File: src/rtl/sop_seq_ctrl.sv
// Sequential 4-term sum-of-products engine: one shared multiplier and one
// accumulator walk the captured terms, then the sum is held until accepted.
module sop_seq_ctrl #(
  parameter int WIDTH = 4
) (
  input  logic                 clk,
  input  logic                 rst,
  input  logic                 start,
  input  logic [4*WIDTH-1:0]   d_in,
  input  logic [4*WIDTH-1:0]   c_in,
  input  logic                 out_ready,
  output logic                 busy,
  output logic                 out_valid,
  output logic [2*WIDTH+1:0]   result,
  output logic [15:0]          op_count
);

  localparam int PROD_W = 2 * WIDTH;
  localparam int ACC_W  = 2 * WIDTH + 2;

  typedef enum logic [1:0] {
    IDLE = 2'd0,
    MAC  = 2'd1,
    DONE = 2'd2
  } state_t;

  state_t             state;
  state_t             state_next;

  logic [4*WIDTH-1:0] d_reg;
  logic [4*WIDTH-1:0] c_reg;
  logic [1:0]         idx;
  logic [ACC_W-1:0]   acc;

  logic [WIDTH-1:0]   d_sel;
  logic [WIDTH-1:0]   c_sel;
  logic [PROD_W-1:0]  prod;
  logic [ACC_W-1:0]   acc_sum;

  logic               capture;
  logic               mac_step;
  logic               accept;

  // Shared datapath: select the current term pair, multiply, accumulate.
  // Two guard bits on the accumulator cover four worst-case products.
  assign d_sel   = d_reg[int'(idx)*WIDTH +: WIDTH];
  assign c_sel   = c_reg[int'(idx)*WIDTH +: WIDTH];
  assign prod    = PROD_W'(d_sel) * PROD_W'(c_sel);
  assign acc_sum = acc + ACC_W'(prod);

  // NOTE: every signal written here gets a default first, so no path through
  // the case leaves one unassigned and no latch is inferred.
  always_comb begin
    state_next = state;
    capture    = 1'b0;
    mac_step   = 1'b0;
    accept     = 1'b0;
    unique case (state)
      IDLE: begin
        if (start) begin
          capture    = 1'b1;
          state_next = MAC;
        end
      end
      MAC: begin
        mac_step = 1'b1;
        if (idx == 2'd3) begin
          state_next = DONE;
        end
      end
      DONE: begin
        if (out_ready) begin
          accept     = 1'b1;
          state_next = IDLE;
        end
      end
      default: begin
        state_next = IDLE;
      end
    endcase
  end

  // busy and out_valid are registered from the next state, so they change on
  // the same edge as the state and never see start combinationally.
  // NOTE: all state here uses non-blocking assignments so every register
  // samples pre-edge values regardless of statement order.
  always_ff @(posedge clk) begin
    if (rst) begin
      state     <= IDLE;
      busy      <= 1'b0;
      out_valid <= 1'b0;
      result    <= '0;
      op_count  <= '0;
      acc       <= '0;
      idx       <= '0;
      d_reg     <= '0;
      c_reg     <= '0;
    end else begin
      state     <= state_next;
      busy      <= (state_next != IDLE);
      out_valid <= (state_next == DONE);

      if (capture) begin
        d_reg <= d_in;
        c_reg <= c_in;
        acc   <= '0;
        idx   <= '0;
      end

      if (mac_step) begin
        acc <= acc_sum;
        idx <= idx + 2'd1;
        // The last term lands straight in result so it is valid with out_valid.
        if (idx == 2'd3) begin
          result <= acc_sum;
        end
      end

      if (accept) begin
        op_count <= op_count + 16'd1;
      end
    end
  end

endmodule

File: config.mk
export PLATFORM = sky130hd
export DESIGN_NAME = sop_seq_ctrl
export DESIGN_NICKNAME = d
export VERILOG_FILES = /design/src/rtl/sop_seq_ctrl.sv
export SDC_FILE = /design/constraint.sdc
export NUM_CORES = 1
export LEC_CHECK = 0
export ABC_AREA = 0
export ABC_CLOCK_PERIOD_IN_PS = 6080
export CAP_MARGIN = 10
export CORE_MARGIN = 2
export CORE_UTILIZATION = 47
export CTS_CLUSTER_DIAMETER = 100
export DETAILED_ROUTE_END_ITERATION = 6
export GPL_TIMING_DRIVEN = 0
export MAX_ROUTING_LAYER = met4
export PLACE_DENSITY = 0.74
export SYNTH_ARGS = -nofsm -noshare
export SYNTH_HDL_FRONTEND = slang
export SYNTH_SLANG_ARGS = --single-unit
File: constraint.sdc
create_clock -name clk -period 6.08 [get_ports clk]
set_clock_uncertainty 0.05 [all_clocks]
set_input_delay 1.216 -clock clk [delete_from_list [all_inputs] [get_ports clk]]
set_output_delay 1.216 -clock clk [all_outputs]
set_load 0.02 [all_outputs]
=== Yosys cells after proc, flatten, opt, wreduce, memory -nomap -nowiden ===
Cells that the tools add are included.

* Add/subtract/negate cells: 3
* Multipliers: 1
* Equal/unequal tests: 4
* Shift operators: 2
* Mux-type cells: 13
* Reduce and logical (&&, ||, !) cells: 4

{| class="wikitable"
|+ Operators with widths
! cell !! count
|-
| 16-bit by 5-bit indexed part select with 4-bit output || 2
|-
| 10-bit two-way mux || 2
|-
| 16-bit by 1-bit adder with 16-bit output, second input constant || 1
|-
| 10-bit by 8-bit adder with 10-bit output || 1
|-
| 2-bit two-way mux || 5
|-
| 4-bit by 4-bit multiplier with 8-bit output || 1
|-
| 2-bit == test, second input constant || 3
|-
| 2-bit one-hot mux with 3 select lines || 1
|-
| 1-bit two-way mux || 5
|-
| 2-bit nonzero test || 2
|-
| 2-bit by 1-bit adder with 2-bit output, second input constant || 1
|-
| 2-bit by 1-bit == test with 1-bit output, second input constant || 1
|-
| 2-bit logical NOT || 1
|-
| 2-bit AND reduction || 1
|}

* Register bits: 74
* Input bits: 36
* Logic and storage cells: 36

=== Depth between registers and ports, before layout ===
Gate-level depths: netlist (run 1).

* Word-level depth: 4
* Gate-level depth with buffers: 14
* Mapped depth without buffers: 13

=== Worst setup path after synthesis (run 1) ===
No wires, ideal clock.

* Kind: register -> register
* From: register idx[0]
* To: register acc[9]
* Library setup time: 0.122 ns
* Arrival time: 3.937 ns
* Data required time: 5.908 ns
* Setup slack: 1.971 ns
* Cell stages (with the launch flop): 13
* Path buffers: 1
* Clock period less this slack: 4.109 ns
* Path through: dfxtp_1 -> buf_2 -> mux4_2 -> nand2_1 -> fa_1 -> fa_1 -> fa_1 -> inv_1 -> ha_1 -> a211oi_1 -> o211a_1 -> or2_2 -> a311o_1

* Word-level cells in the longest chain between the ends: 4
* Elaborated cells on any way between the ends: 5
* Those cells by class: add/sub: 1; mul: 1; shift: 2; mux: 1

{| class="wikitable"
|+ RTL lines
! item !! RTL line !! source
|-
| start, declared || 32 || <nowiki>logic [1:0] idx;</nowiki>
|-
| start signal, assigned || 112 || <nowiki>idx <= idx + 2'd1;</nowiki>
|-
| 16-bit by 5-bit indexed part select with 4-bit output (on tied branches) || 46, 47 ||
|-
| 4-bit by 4-bit multiplier with 8-bit output (*) || 48 || <nowiki>assign prod = PROD_W'(d_sel) * PROD_W'(c_sel);</nowiki>
|-
| 10-bit by 8-bit adder with 10-bit output (*) || 49 || <nowiki>assign acc_sum = acc + ACC_W'(prod);</nowiki>
|-
| 10-bit two-way mux (*) || 110 || <nowiki>if (mac_step) begin</nowiki>
|-
| end signal, assigned || 111 || <nowiki>acc <= acc_sum;</nowiki>
|-
| end, declared || 33 || <nowiki>logic [ACC_W-1:0] acc;</nowiki>
|}

Mark *: on every way between the ends. The rest lies on a longest branch, timed or not.
A chain may end at the register's enable or synchronous reset.

=== Worst setup path in the final report (run 1) ===
* From: register idx[0]
* To: register result[8]

* Word-level cells in the longest chain between the ends: 3
* Elaborated cells on any way between the ends: 6
* Those cells by class: add/sub: 1; mul: 1; eq/ne: 1; shift: 2; reduce/logical: 1

{| class="wikitable"
|+ RTL lines
! item !! RTL line !! source
|-
| 16-bit by 5-bit indexed part select with 4-bit output (on tied branches) || 46, 47 ||
|-
| 4-bit by 4-bit multiplier with 8-bit output || 48 ||
|-
| 10-bit by 8-bit adder with 10-bit output || 49 ||
|-
| end signal, assigned || 115 || <nowiki>result <= acc_sum;</nowiki>
|-
| end, declared || 14 || <nowiki>output logic [2*WIDTH+1:0] result,</nowiki>
|}

Several ways; a longest one is shown, not always the timed one.

==> results of run 1 <==
[cells in the mapped netlist, types with 3 or more instances]
| cell type | count |
|---|---|
| dfxtp_1 | 74 |
| and2_1 | 15 |
| clkbuf_1 | 18 |
| mux4_2 | 8 |
| nand3_1 | 10 |
| a211oi_1 | 3 |
| or3_1 | 7 |
| a21oi_1 | 49 |
| ha_1 | 20 |
| xor2_1 | 6 |
| nand3b_1 | 10 |
| a22oi_1 | 5 |
| o21ai_0 | 14 |
| nor2b_1 | 4 |
| nand2_1 | 83 |
| nand2b_1 | 4 |
| nand4_1 | 3 |
| nor3_1 | 3 |
| nor2_1 | 29 |
| inv_1 | 25 |
| fa_1 | 9 |
| xnor2_1 | 4 |
| buf_1 | 3 |
[routing by layer]
layer | up-vias | GRT usage (%) | wire (um)
li1 | 1654 | - | -
met1 | 1512 | 26.0 | 3850
met2 | 60 | 33.3 | 4060
met3 | 12 | 3.85 | 280
met4 | 0 | 6.64 | 134
met5 | - | - | 0
[tightest hold or removal path: stages, from the launching register on]
cell	delay (ps)
dfxtp_1	310
nand2_1	50
a21oi_1	50
[cell type report]
class,count,share of cell area [%]
buffer,22,1.77
clock buffer,10,2.69
clock inverter,6,1.37
inverter,25,1.98
multi-input combinational,318,44.9
sequential,74,31.2
tap,102,2.69
timing repair buffer,63,13.3
[path summary, 6_finish.rpt]
kind / endpoint / depth (start not counted) / from / slack [ps]
worst min register to register: d_reg[12] / 2 / d_reg[12] / 410
worst min-delay path: d_reg[12] / 2 / d_reg[12] / 410
worst max register to register: result[8] / 12 / idx[0] / 1690
worst max-delay path: result[8] / 12 / idx[0] / 1690
[cells by family (layout without fill, tap and decap cells)]
family                   after synthesis  in the layout  share of synthesized area [%]
multiplexers                          12             12                           5.91
AO/OA/AOI/OAI                         85             85                           13.1
XOR/XNOR                              10             10                           2.31
buffers and inverters                 47            126                           4.69
flip-flops                            74             74                           39.1
AND/OR/NAND/NOR                      182            182                           23.5
adder cells (fa/ha/maj)               29             29                           11.4
[per-stage QoR]
stage | cells | hold slack [ps] | instance area [um^2] | power, uW | util, %
after detailed placement | 604 | 395 | 4550 | 631 | 58.6
after global placement | 604 | 390 | 4550 | 628 | 58.6
after global routing | 620 | 423 | 4740 | 1040 | 61.0
after floorplan | 439 | 383 | 3790 | 584 | -
final | 620 | 405 | 4740 | 999 | 61.0
after CTS | 620 | 405 | 4740 | 1010 | 61.0
[power by group]
part           total (uW)  internal, uW  switching [uW]  leakage [uW]
Clock                 380           191             189     0.0000971
Combinational         111          52.2            58.7       0.00118
Sequential            508           500            8.33      0.000602
[cell usage in the layout (no fill, tap or decap), drive strengths merged, types with 6 or more instances in the layout]
master / count
nand2: 83
dfxtp: 74
clkdlybuf4s50: 63
a21oi: 49
nor2: 29
clkbuf: 28
inv: 27
ha: 20
and2: 15
o21ai: 14
nand3b: 10
nand3: 10
fa: 9
mux4: 8
or3: 7
xor2: 6
==> metrics, run 1 <==
final RePlAce weighted congestion=0.887; remaining max-slew budget at the tightest pin=roughly 46%; placeable core area=0.00777 mm^2; clock period minus worst slack=4390 ps; Setup crit start kind=flop; post-synthesis sequential area ratio=39.1%; Netlist cell types=between 40 and 50; GR Overflow Total=0; number of antenna violations at the first check in global routing=0; H-tree Lvls=3; post-CTS sizing=0; Buffers on Ports=63; Pre-Repair DR Iteration Count=4; Sequential cell area=0.00148 mm^2; total count of hold-check failures in the final report=0; CTS tree=done; vias=3238; count of max-cap constraint violations=0; average size of a mapped cell=8.63 um^2; Worst-Skew Late Latency=340 ps; fin worst setup slack=1690 ps; category of cells accounting for the largest share of critical-path delay=adder cells; count of pins on the block boundary=64; total clock sinks=74; Highest Clock Rate=228 MHz; slew at the pin closest to its max-slew limit=799 ps; number of global-route vias before repair=between 3000 and 4000; maximum number of pins on one net before global-route repair=14; number of filler instances in the final layout=701; Setup TNS=0 ps; Setup Crit Path Kind=reg -> reg; Total Die Area=just under 0.009 mm^2; routed via count divided by cell count=5.22; number of nets in the synthesized netlist=504; Pins Over Slew Limit=0; DRC marker count from the first detailed-route iteration=102; post-synth top area share=39.1%; x dimension of the die=between 90 and 100 um; post-synthesis cell type with the largest combined area=dfxtp_1; antenna diode count=0; count of unresolved DRC violations after routing=0; total number of nets in the final design=between 500 and 600; Setup Fix Bufs, Post-CTS=0; starting utilization of the core area=48.8%; Synthesis Warnings=0; Worst Path Buf+Inv=2; Max VDD drop=around 0.11 mV; number of enable-type register cells in the synthesized netlist=0; most used flip-flop cell after synthesis=dfxtp_1; Max stage delay cell, worst path=mux4_2; wire length of the first global-routing pass=14.0 mm; detailed-placement wirelength estimate=6.34 mm; unrepaired setup endpoints after global routing=no; Critical Path Fanout Max=10; final routed wire length divided by cell count=between 10 and 15 um; die height=93.8 um; Clock transition at path regs=80 ps; Tcrit/Tclk final=slightly above 70%; Multi-input gate area=0.00213 mm^2; PwrDens=211 mW/mm^2; fraction of final layout cells with drive strength greater than 1=between 6 and 7%; number of clock buffers inserted by TritonCTS=9; most common cell type on the critical path=fa_1; post-synthesis register bit count=74; critical path data arrival time=about 4600 ps; largest buffer count on any clock path=2; count of final setup violators=0; leakage power=0.00188 uW; critical path required time=6310 ps; global router's overall resource usage=roughly a fifth; clock root buffer=clkbuf_8; result of the run=completed; number of routed nets with antenna violations=0; Synth Instances=439; Placement Rows=32; worst slack after detailed placement=1670 ps; Netlist Area Pre-Place=0.00379 mm^2; slowest cell delay on critical path=610 ps; kind of end point of the critical path=flop; share of synthesized registers carrying an async set or reset=0%; cts hold-fix bufs=0; routed wire length=roughly 8.3 mm; cells along the critical path=buf_2, mux4_2, nand2_1, fa_1, fa_1, fa_1, inv_1, ha_1, a211oi_1, o211ai_1, a2111o_1, nand3_1; biggest area contributors in the synthesized netlist=dfxtp_1 39%, nand2_1 8.2%, ha_1 6.6%, a21oi_1 6.5%, fa_1 4.8%; P&R area growth vs syn=25.1%; type of the most critical hold path=reg -> reg
Note: power is estimated with default switching activity, not from simulation.
==> run 2, diff against run 1 <==
- ABC_CLOCK_PERIOD_IN_PS: 6080 -> 3800
- PLACE_DENSITY: 0.74 -> 0.77
- clock period: 6.08 -> 3.8 ns (I/O delays scaled with it)
==> run 2 against run 1 <==
The run now ends with negative setup slack left. Cell count grew 0.65%. Via count grew 2.6%. Final area grew 4.2%. Combinational power grew 78%. Non-clock buffer count grew 6. Wire length grew 5.0%. Critical endpoint is now acc[9]. Largest power group unchanged.
==> metrics, run 2 (synthesis results as in run 1) <==
Clock transition at path regs=70 ps (about the same); slowest cell delay on critical path=570 ps (-40 ps); clock root buffer=clkbuf_8; Critical Path Fanout Max=5 (-5); die height=93.8 um (unchanged); total number of nets in the final design=584 (+1.0%); final RePlAce weighted congestion=0.864 (-2.6%); critical path data arrival time=4130 ps (-490 ps); total power of the final layout=1680 uW (+68%); P&R area growth vs syn=30.3%; placed cell count=604 (unchanged); Max stage delay cell, worst path=mux4_2; Pins Over Slew Limit=0 (unchanged); routed via count divided by cell count=5.32 (+1.9%); highest-count cells in the layout ignoring fill and taps=80 x nand2_1, 73 x dfxtp_1, 63 x clkdlybuf4s50_1, 48 x a21oi_1, 29 x nor2_1; unrepaired setup endpoints after global routing=yes; count of pins on the block boundary=64 (unchanged); Buffers on Ports=63 (unchanged); clock period minus worst slack=3940 ps (-447 ps); largest buffer count on any clock path=2 (unchanged); leading cell type in the layout, fill and taps excluded=nand2_1; number of global-route vias before repair=3245 (+7.3%); antenna diode count=0 (unchanged); leakage power=0.00194 uW (+3.0%); Setup Crit Path Kind=reg -> reg; critical path required time=3990 ps (-2320 ps); Worst-Skew Late Latency=350 ps (about the same); cts hold-fix bufs=0 (unchanged); number of clock buffers inserted by TritonCTS=9 (unchanged); total count of hold-check failures in the final report=0 (unchanged); starting utilization of the core area=48.8% (unchanged); remaining max-slew budget at the tightest pin=33.0% (-13 points); kind of end point of the critical path=flop; GR Layer Usage met2=37.4% (+4.0 points); count of final setup violators=7 (+7); Tcrit/Tclk final=104% (+32 points); routed wire length=8.74 mm (+5.0%); result of the run=finished with violations; detailed-placement wirelength estimate=6.57 mm (+3.6%); x dimension of the die=93.8 um (unchanged); placeable core area=0.00777 mm^2 (unchanged); Setup crit start kind=flop; violated checks=negative setup slack; type of the most critical hold path=reg -> reg; most common cell type on the critical path=fa_1; Cell Area, Placed=0.00461 mm^2 (+1.4%); fraction of final layout cells with drive strength greater than 1=11.1% (+4.9 points); wire length of the first global-routing pass=14.6 mm (+4.2%); worst hold slack after final layout=405 ps (-0.536 ps); H-tree Lvls=3 (unchanged); non-filler instance count after layout=624 (+0.65%); count of max-cap constraint violations=0 (unchanged); total clock sinks=74 (unchanged); category of cells accounting for the largest share of critical-path delay=adder cells; PwrDens=340 mW/mm^2 (+61%); final routed wire length divided by cell count=14.0 um (+4.3%); Pre-Repair DR Iteration Count=4 (unchanged); slew at the pin closest to its max-slew limit=996 ps (+197 ps); count of unresolved DRC violations after routing=0 (unchanged); number of antenna violations at the first check in global routing=0 (unchanged); M3 GR Usage=4.25% (+0.40 points); vias=3322 (+2.6%); CTS tree=done; global router's overall resource usage=21.6% (+1.1 points); Highest Clock Rate=254 MHz (+11%); Total Die Area=0.00880 mm^2 (unchanged); DRC marker count from the first detailed-route iteration=126 (+24%); fin worst setup slack=-141 ps (-1830 ps); Placement Rows=32 (unchanged); met1 GRT Util=25.3% (-0.74 points); Max VDD drop=0.248 mV (+120%); GR Overflow Total=0 (unchanged); number of routed nets with antenna violations=0 (unchanged); final std cell area, no fill=0.00494 mm^2 (+4.2%); Worst Path Buf+Inv=2 (unchanged); cells along the critical path=buf_12, mux4_2, nand2_2, fa_1, fa_2, fa_1, inv_2, ha_4, a211oi_2, o211a_1, or2_2, a311o_1; maximum number of pins on one net before global-route repair=13 (-1); Most Used Layer, Global Route=met2
==> run 2: worst paths after layout <==
| check | start | endpoint | slack, ps | cells past startpoint |
|---|---|---|---|---|
| hold reg to reg | c_reg[3] | c_reg[3] | 400 | 2 |
| setup reg to reg | idx[0] | acc[9] | -140 | 12 |
| hold / removal | c_reg[3] | c_reg[3] | 400 | 2 |
| setup / recovery | idx[0] | acc[9] | -140 | 12 |
==> run 2: cell type report <==
type | count | area, um^2
Fill cell | 676 | 2830
Multi-Input combinational cell | 318 | 2220
Sequential cell | 74 | 1490
Timing Repair Buffer | 69 | 699
Clock buffer | 10 | 138
Tap cell | 102 | 128
Buffer | 22 | 100
Inverter | 25 | 93.8
Clock inverter | 4 | 77.6
==> run 2: worst register-to-register path, stage by stage, from the launching register on <==
cell      delay [ps]
dfxtp_4          400
buf_12           130
mux4_2           570
nand2_2           90
fa_1             430
fa_2             430
fa_1             500
inv_2             40
ha_4             280
a211oi_2          70
o211a_1          260
or2_2            280
a311o_1          300
==> run 2: power by group <==
group	internal (uW)	switching, uW	leakage [uW]	total (uW)
Sequential	800	14.6	0.000603	814
Combinational	98.5	99.5	0.00122	198
Clock	383	283	0.000108	665
Total	1280	397	0.00194	1680
==> run 2: per-layer routing <==
metal  vias to the layer above  share of wire (%)
met5                         -                  0
met4                         0                1.7
met3                        19                4.2
met2                        74                 50
met1                      1575                 44
li1                       1654                  -
==> run 2: through the flow <==
stage	setup TNS, ps	setup slack, ps	utilization (%)
2_1_floorplan	0	2.59	-
3_3_place_gp	-2260	-310	59.4
3_5_place_dp	-2720	-385	59.4
4_1_cts	-786	-145	63.3
5_1_grt	-1710	-255	63.6
6_report	-462	-141	63.6
==> run 2: timing repair <==
item,CTS,global route
setup endpoints to repair,12,12
buffers inserted,4,1
cloned,1,0
gates resized for setup,11,7
pin swaps,5,4
